--- config.mk ---
export PLATFORM = sky130hd
export DESIGN_NAME = mem_port_arbiter
export DESIGN_NICKNAME = d
export VERILOG_FILES = /design/src/rtl/mem_port_arbiter.sv
export SDC_FILE = /design/constraint.sdc
export NUM_CORES = 1
export LEC_CHECK = 0
export ABC_AREA = 1
export BUFFER_PORTS_ARGS = -buffer_cell sky130_fd_sc_hd__buf_2
export CAP_MARGIN = 20
export CORE_AREA = 2 2 366 368
export CTS_CLUSTER_SIZE = 25
export DETAILED_ROUTE_END_ITERATION = 16
export DIE_AREA = 0 0 368 370
export RECOVER_POWER = 100
export SLEW_MARGIN = 20
export SYNTH_ARGS = -nofsm -noshare
export SYNTH_HDL_FRONTEND = slang
export SYNTH_SLANG_ARGS = --single-unit
--- constraint.sdc ---
create_clock -name clk -period 4.3 [get_ports clk]
set_input_delay 0.215 -clock clk [delete_from_list [all_inputs] [get_ports clk]]
set_output_delay 0.215 -clock clk [all_outputs]
set_load 0.01 [all_outputs]
--- src/rtl/mem_port_arbiter.sv ---
// Shares one memory port between the I-side and D-side caches, one transaction at a time.
// Arbitration is round-robin (mode 0) or D-priority with an I starvation guard (mode 1).
module mem_port_arbiter #(
  parameter int BW_ADDRESS    = 32,
  parameter int BW_BLOCK      = 128,
  parameter int PRIORITY_MODE = 0,
  parameter int MAX_CONSEC    = 4,
  parameter int BW_CNT        = 32
) (
  input  logic                  clk,
  input  logic                  rst,
  input  logic                  I_valid,
  input  logic                  I_r0w1,
  input  logic [BW_ADDRESS-1:0] I_rwaddr,
  input  logic [BW_BLOCK-1:0]   I_wdata,
  output logic                  I_ready,
  output logic [BW_BLOCK-1:0]   I_rdata,
  input  logic                  D_valid,
  input  logic                  D_r0w1,
  input  logic [BW_ADDRESS-1:0] D_rwaddr,
  input  logic [BW_BLOCK-1:0]   D_wdata,
  output logic                  D_ready,
  output logic [BW_BLOCK-1:0]   D_rdata,
  output logic                  mem_valid,
  output logic                  mem_r0w1,
  output logic [BW_ADDRESS-1:0] mem_rwaddr,
  output logic [BW_BLOCK-1:0]   mem_wdata,
  input  logic                  mem_ready,
  input  logic [BW_BLOCK-1:0]   mem_rdata,
  output logic                  busy,
  output logic                  owner,
  output logic [BW_CNT-1:0]     num_I_grant,
  output logic [BW_CNT-1:0]     num_D_grant
);

  localparam int BW_CONSEC = $clog2(MAX_CONSEC + 1);
  localparam logic [BW_CONSEC-1:0] CONSEC_LIMIT = BW_CONSEC'(MAX_CONSEC);
  localparam logic SIDE_I = 1'b0;
  localparam logic SIDE_D = 1'b1;

  typedef enum logic {IDLE, BUSY} state_t;

  state_t                  state_q, state_d;
  logic                    owner_q, owner_d;
  logic                    last_grant_q, last_grant_d;
  logic [BW_CONSEC-1:0]    consec_q, consec_d;
  logic                    r0w1_q, r0w1_d;
  logic [BW_ADDRESS-1:0]   addr_q, addr_d;
  logic [BW_BLOCK-1:0]     wdata_q, wdata_d;
  logic [BW_CNT-1:0]       num_i_q, num_i_d;
  logic [BW_CNT-1:0]       num_d_q, num_d_d;
  logic                    grant;
  logic                    grant_side;
  logic                    complete;

  always_ff @(posedge clk) begin
    if (rst) begin
      state_q      <= IDLE;
      owner_q      <= SIDE_I;
      last_grant_q <= SIDE_D;
      consec_q     <= '0;
      r0w1_q       <= 1'b0;
      addr_q       <= '0;
      wdata_q      <= '0;
      num_i_q      <= '0;
      num_d_q      <= '0;
    end else begin
      state_q      <= state_d;
      owner_q      <= owner_d;
      last_grant_q <= last_grant_d;
      consec_q     <= consec_d;
      r0w1_q       <= r0w1_d;
      addr_q       <= addr_d;
      wdata_q      <= wdata_d;
      num_i_q      <= num_i_d;
      num_d_q      <= num_d_d;
    end
  end

  always_comb begin
    state_d      = state_q;
    owner_d      = owner_q;
    last_grant_d = last_grant_q;
    consec_d     = consec_q;
    r0w1_d       = r0w1_q;
    addr_d       = addr_q;
    wdata_d      = wdata_q;
    num_i_d      = num_i_q;
    num_d_d      = num_d_q;
    grant        = 1'b0;
    grant_side   = SIDE_I;
    case (state_q)
      IDLE: begin
        if (I_valid || D_valid) begin
          grant = 1'b1;
          if (!D_valid)                grant_side = SIDE_I;
          else if (!I_valid)           grant_side = SIDE_D;
          else if (PRIORITY_MODE == 0) grant_side = ~last_grant_q;
          else                         grant_side = (consec_q == CONSEC_LIMIT) ? SIDE_I : SIDE_D;
        end
        if (grant) begin
          state_d      = BUSY;
          owner_d      = grant_side;
          last_grant_d = grant_side;
          if (grant_side == SIDE_I) begin
            r0w1_d   = I_r0w1;
            addr_d   = I_rwaddr;
            wdata_d  = I_wdata;
            num_i_d  = num_i_q + BW_CNT'(1);
            consec_d = '0;
          end else begin
            r0w1_d  = D_r0w1;
            addr_d  = D_rwaddr;
            wdata_d = D_wdata;
            num_d_d = num_d_q + BW_CNT'(1);
            // Only D grants that made a waiting I lose count towards starvation.
            if (I_valid && (consec_q != CONSEC_LIMIT)) consec_d = consec_q + BW_CONSEC'(1);
          end
        end
      end
      BUSY: begin
        if (mem_ready) state_d = IDLE;
      end
      default: state_d = IDLE;
    endcase
  end

  always_comb begin
    complete    = (state_q == BUSY) && mem_ready;
    busy        = (state_q == BUSY);
    owner       = owner_q;
    mem_valid   = (state_q == BUSY);
    mem_r0w1    = r0w1_q;
    mem_rwaddr  = addr_q;
    mem_wdata   = wdata_q;
    num_I_grant = num_i_q;
    num_D_grant = num_d_q;
    I_ready     = complete && (owner_q == SIDE_I);
    D_ready     = complete && (owner_q == SIDE_D);
    I_rdata     = (complete && (owner_q == SIDE_I)) ? mem_rdata : '0;
    D_rdata     = (complete && (owner_q == SIDE_D)) ? mem_rdata : '0;
  end

endmodule

==> metrics.md <==
| Metric | Value |
|---|---|
| Post-CTS setup buffers | 0 |
| Synth Register Bits | 228 |
| Max-cap violations | 0 |
| Via-to-Cell Ratio | around 3.6 |
| Failing checks | hold timing |
| Gpl congestion | roughly 0.94 |
| Post-Layout Inst Area | 21,500 µm² |
| TritonCTS clock tree | built |
| Fill count | between 15k and 20k |
| Die area | ~140,000 µm² |
| Status | finished, violations left |
| Crit start category | input pin |
| Pin count of the biggest net entering global routing | 131 |
| Final clock period utilization by the worst path | between 80% and 90% |
| Worst path bufs/invs | 5 |
| Initial antenna violation count | between 100 and 150 |
| Routed length per instance | ~21 µm |
| Pint | between 4 and 5 mW |
| Die Span X | 368 µm |
| Synthesized instance count | around 1.8k |
| PortBufs | 940 |
| Layout cells sized above 1 | ~17% |
| Arrival @ worst endpoint | 3.99 ns |
| CTS max path bufs | 3 |
| Syn avg cell area | between 6 and 7 µm² |
| Max-slew violations | 0 |
| Maximum clock frequency | 290 MHz |
| Leak | 9.26 nW |
| Vias in the first global route | 16.5k |
| Non-Filler Instances | 4,845 |
| VDD IR-drop max | about 0.25 mV |
| Inst Count DP | between 4k and 5k |
| Overall Power | 6.49 mW |
| Syn-to-layout area delta | 88.3% |
| Max-Slew Margin vs Limit | 5.08% |
| Min Tclk post-route | 3.45 ns |
| CTS Sinks | around 230 |
| Worst Tran Pin Value | about 1.4 ns |
| Antenna-violating nets left | 0 |
| Critical path, cell by cell | dlygate4sd3_1, buf_2, nand2_1, nand3_1, inv_6, clkbuf_1, nand2_1, a31oi_1, dlygate4sd3_1 |
| WS Path Type | in -> reg |
| Cell Area, Placed | 18,000 µm² |
| Worst Setup End Kind | flip-flop |
| Total CTS buffers | 28 |
| GRT Overall Usage | 14.3% |
| Die height | ~370 µm |
| Post-CTS Hold Fix Bufs | approximately 320 |
| Synthesized cell area | 11,400 µm² |
| Sequential area share after synthesis | between 30% and 40% |
| Combinational share of power | approximately a quarter |
| RSZ-0062 raised after global routing | no |
| Initial Util | under 10% |
| Reg-to-reg slack, setup | around 0.86 ns |
| Reg power frac | a little over a third |
| Cell Rows | between 100 and 150 |
| Total wire length | around 100,000 µm |
| # H-tree levels | 1 |
| Sw frac | a little under a third |
| Final Setup Violations | 0 |
| Via count | about 18k |
| Final Hold Vio Count | 1 |
| Dpl hpwl | about 87,000 µm |
| Multi-input gate area | 5570 µm² |
| Yosys warns | 0 |
| DRT iter0 DRCs | roughly 1.2k |
| Critical-path top delay cell | clkbuf_1 |
| CTS resizes | 0 |
| Nets | 3,497 |
| Root Buffer | clkbuf_16 |
| Final core occ | ~16% |
| Global-route wire length before repair | ~130,000 µm |
| Worst Skew | between 0.02 and 0.025 ns |
| Total core area | 132,000 µm² |
| Syn_nets | ~2.3k |
| I/O pin cnt | 941 |
| Drt drc | 0 |
| Required time of the worst setup path | between 4 and 5 ns |
| Count of cell types in the netlist | 31 |
| Switching pwr | between 2 and 2.5 mW |
| First drt pass iteration count | 7 |
| Grt ovf | 0 |
| Clk_lat worst skew | around 0.6 ns |
| Worst Hold Class | in -> reg |
| Area occupied by registers | roughly 4600 µm² |
| Clock power frac | 40.4% |
| Delay-heaviest family, CP | buffers and inverters |
| Max incr delay on CP | between 0.8 and 0.9 ns |
| Clock transition at path regs | roughly 0.06 ns |
| Hold slack | -0.000476 ns |
| Setup TNS Final | 0 ns |
| Critical-path maximum fanout | between 80 and 90 |
| Pwr Density | 301 nW/µm² |
## cell families after synthesis
| family | after synthesis | share of synthesized area, % |
|---|---|---|
| AO/OA/AOI/OAI | 222 | 11.5 |
| adder cells (fa/ha/maj) | 2 | 0.219 |
| flip-flops | 228 | 39.9 |
| AND/OR/NAND/NOR | 1084 | 37.3 |
| buffers and inverters | 312 | 10.9 |
| XOR/XNOR | 1 | 0.0766 |
## tightest hold or removal path, stage by stage
cell,delay [ns]
buf_2,0.10
nand2_1,0.13
a31oi_1,0.10
## layer usage
metal | vias to the layer above | track usage, % | share of wire [%]
li1 | 8178 | - | -
met1 | 8004 | 14.3 | 34
met2 | 1000 | 23.3 | 44
met3 | 349 | 9.61 | 16
met4 | 114 | 5.71 | 5.1
met5 | - | 0 | 0.76
## state kept, by name, summed over array words and instances, names as in the netlist
name          flops
busy              1
last_grant_q      1
mem_r0w1          1
mem_rwaddr       32
mem_wdata       128
num_D_grant      32
num_I_grant      32
owner             1
## power groups by stage
stage          Clock (mW)  Sequential (mW)  Combinational (mW)
5_1_grt              2.78             2.35                1.67
4_1_cts              2.70             2.33                1.60
6_report             2.62             2.33                1.54
2_1_floorplan           0             2.43               0.459
3_3_place_gp            0             2.37                1.31
3_5_place_dp            0             2.37                1.31
## final cells by class
class	count	share of cell area (%)
repair buffers	1269	34.3
clock inverters	11	0.923
flip-flops and latches	228	21.2
clock buffers	40	3.65
well taps	1768	10.3
diodes	16	0.186
multi-input cells	1309	25.8
inverters	204	3.65
## cells in the final DEF, fill, tap and decap left out
cell	count
nand2_1	630
clkbuf_1	494
buf_2	457
nor2_1	375
dlygate4sd3_1	317
dfxtp_1	228
inv_1	197
a31oi_1	163
nand3_1	44
a21oi_1	32
clkbuf_16	28
o21ai_0	25
nand4_1	19
diode_2	16
nor3_1	6
bufinv_16	5
inv_6	4
nor3b_1	4
clkbuf_8	4
clkinv_2	3
buf_4	3
buf_12	3
inv_4	2
clkinv_1	2
nand3b_1	2
ha_1	2
clkbuf_2	2
nor2_2	1
nand2_2	1
o21bai_1	1
o21a_1	1
xor2_1	1
nor3_2	1
and3_1	1
clkinv_8	1
clkinv_4	1
buf_6	1
## worst paths after layout
path,startpoint,end,depth (start not counted)
worst max-delay path,I_valid,mem_wdata[120]$_SDFFE_PP0P_,9
worst min-delay path,D_wdata[69],mem_wdata[69]$_SDFFE_PP0P_,3
worst max register to register,busy$_SDFF_PP0_,mem_wdata[120]$_SDFFE_PP0P_,7
worst min register to register,last_grant_q$_SDFFE_PP1P_,last_grant_q$_SDFFE_PP1P_,2
## cells in the mapped netlist
| cell type | n | area (µm²) |
|---|---|---|
| nor2_2 | 2 | 12.5 |
| nand3b_1 | 2 | 15.0 |
| nor2_1 | 370 | 1390 |
| a21oi_1 | 32 | 160 |
| nand4_1 | 19 | 119 |
| nand2_2 | 1 | 6.26 |
| clkinv_1 | 1 | 3.75 |
| inv_1 | 199 | 747 |
| o21bai_1 | 1 | 7.51 |
| nor3b_1 | 4 | 30.0 |
| clkinv_2 | 1 | 5.00 |
| nand3_4 | 1 | 17.5 |
| clkbuf_1 | 65 | 244 |
| buf_4 | 10 | 75.1 |
| dfxtp_1 | 228 | 4560 |
| buf_2 | 32 | 160 |
| and3_1 | 1 | 6.26 |
| buf_1 | 1 | 3.75 |
| nor3_2 | 1 | 10.0 |
| ha_1 | 2 | 25.0 |
| o21ai_0 | 25 | 125 |
| a31oi_1 | 163 | 1020 |
| nor3_1 | 6 | 30.0 |
| o21a_1 | 1 | 7.51 |
| nand3_1 | 42 | 210 |
| nand2_1 | 629 | 2360 |
| nand3_2 | 1 | 10.0 |
| nand2_4 | 1 | 11.3 |
| nor2_4 | 4 | 45.0 |
| inv_2 | 3 | 11.3 |
| xor2_1 | 1 | 8.76 |
## per-stage QoR
step | hold slack (ns) | worst slack [ns]
floorplan | 0.372 | 2.63
global placement | 0.460 | 1.92
detailed placement | 0.467 | 1.93
CTS | 0.00311 | 1.32
global route | 0.00196 | 0.653
finish | -0.000476 | 0.854
(Power assumes the default switching activity.)
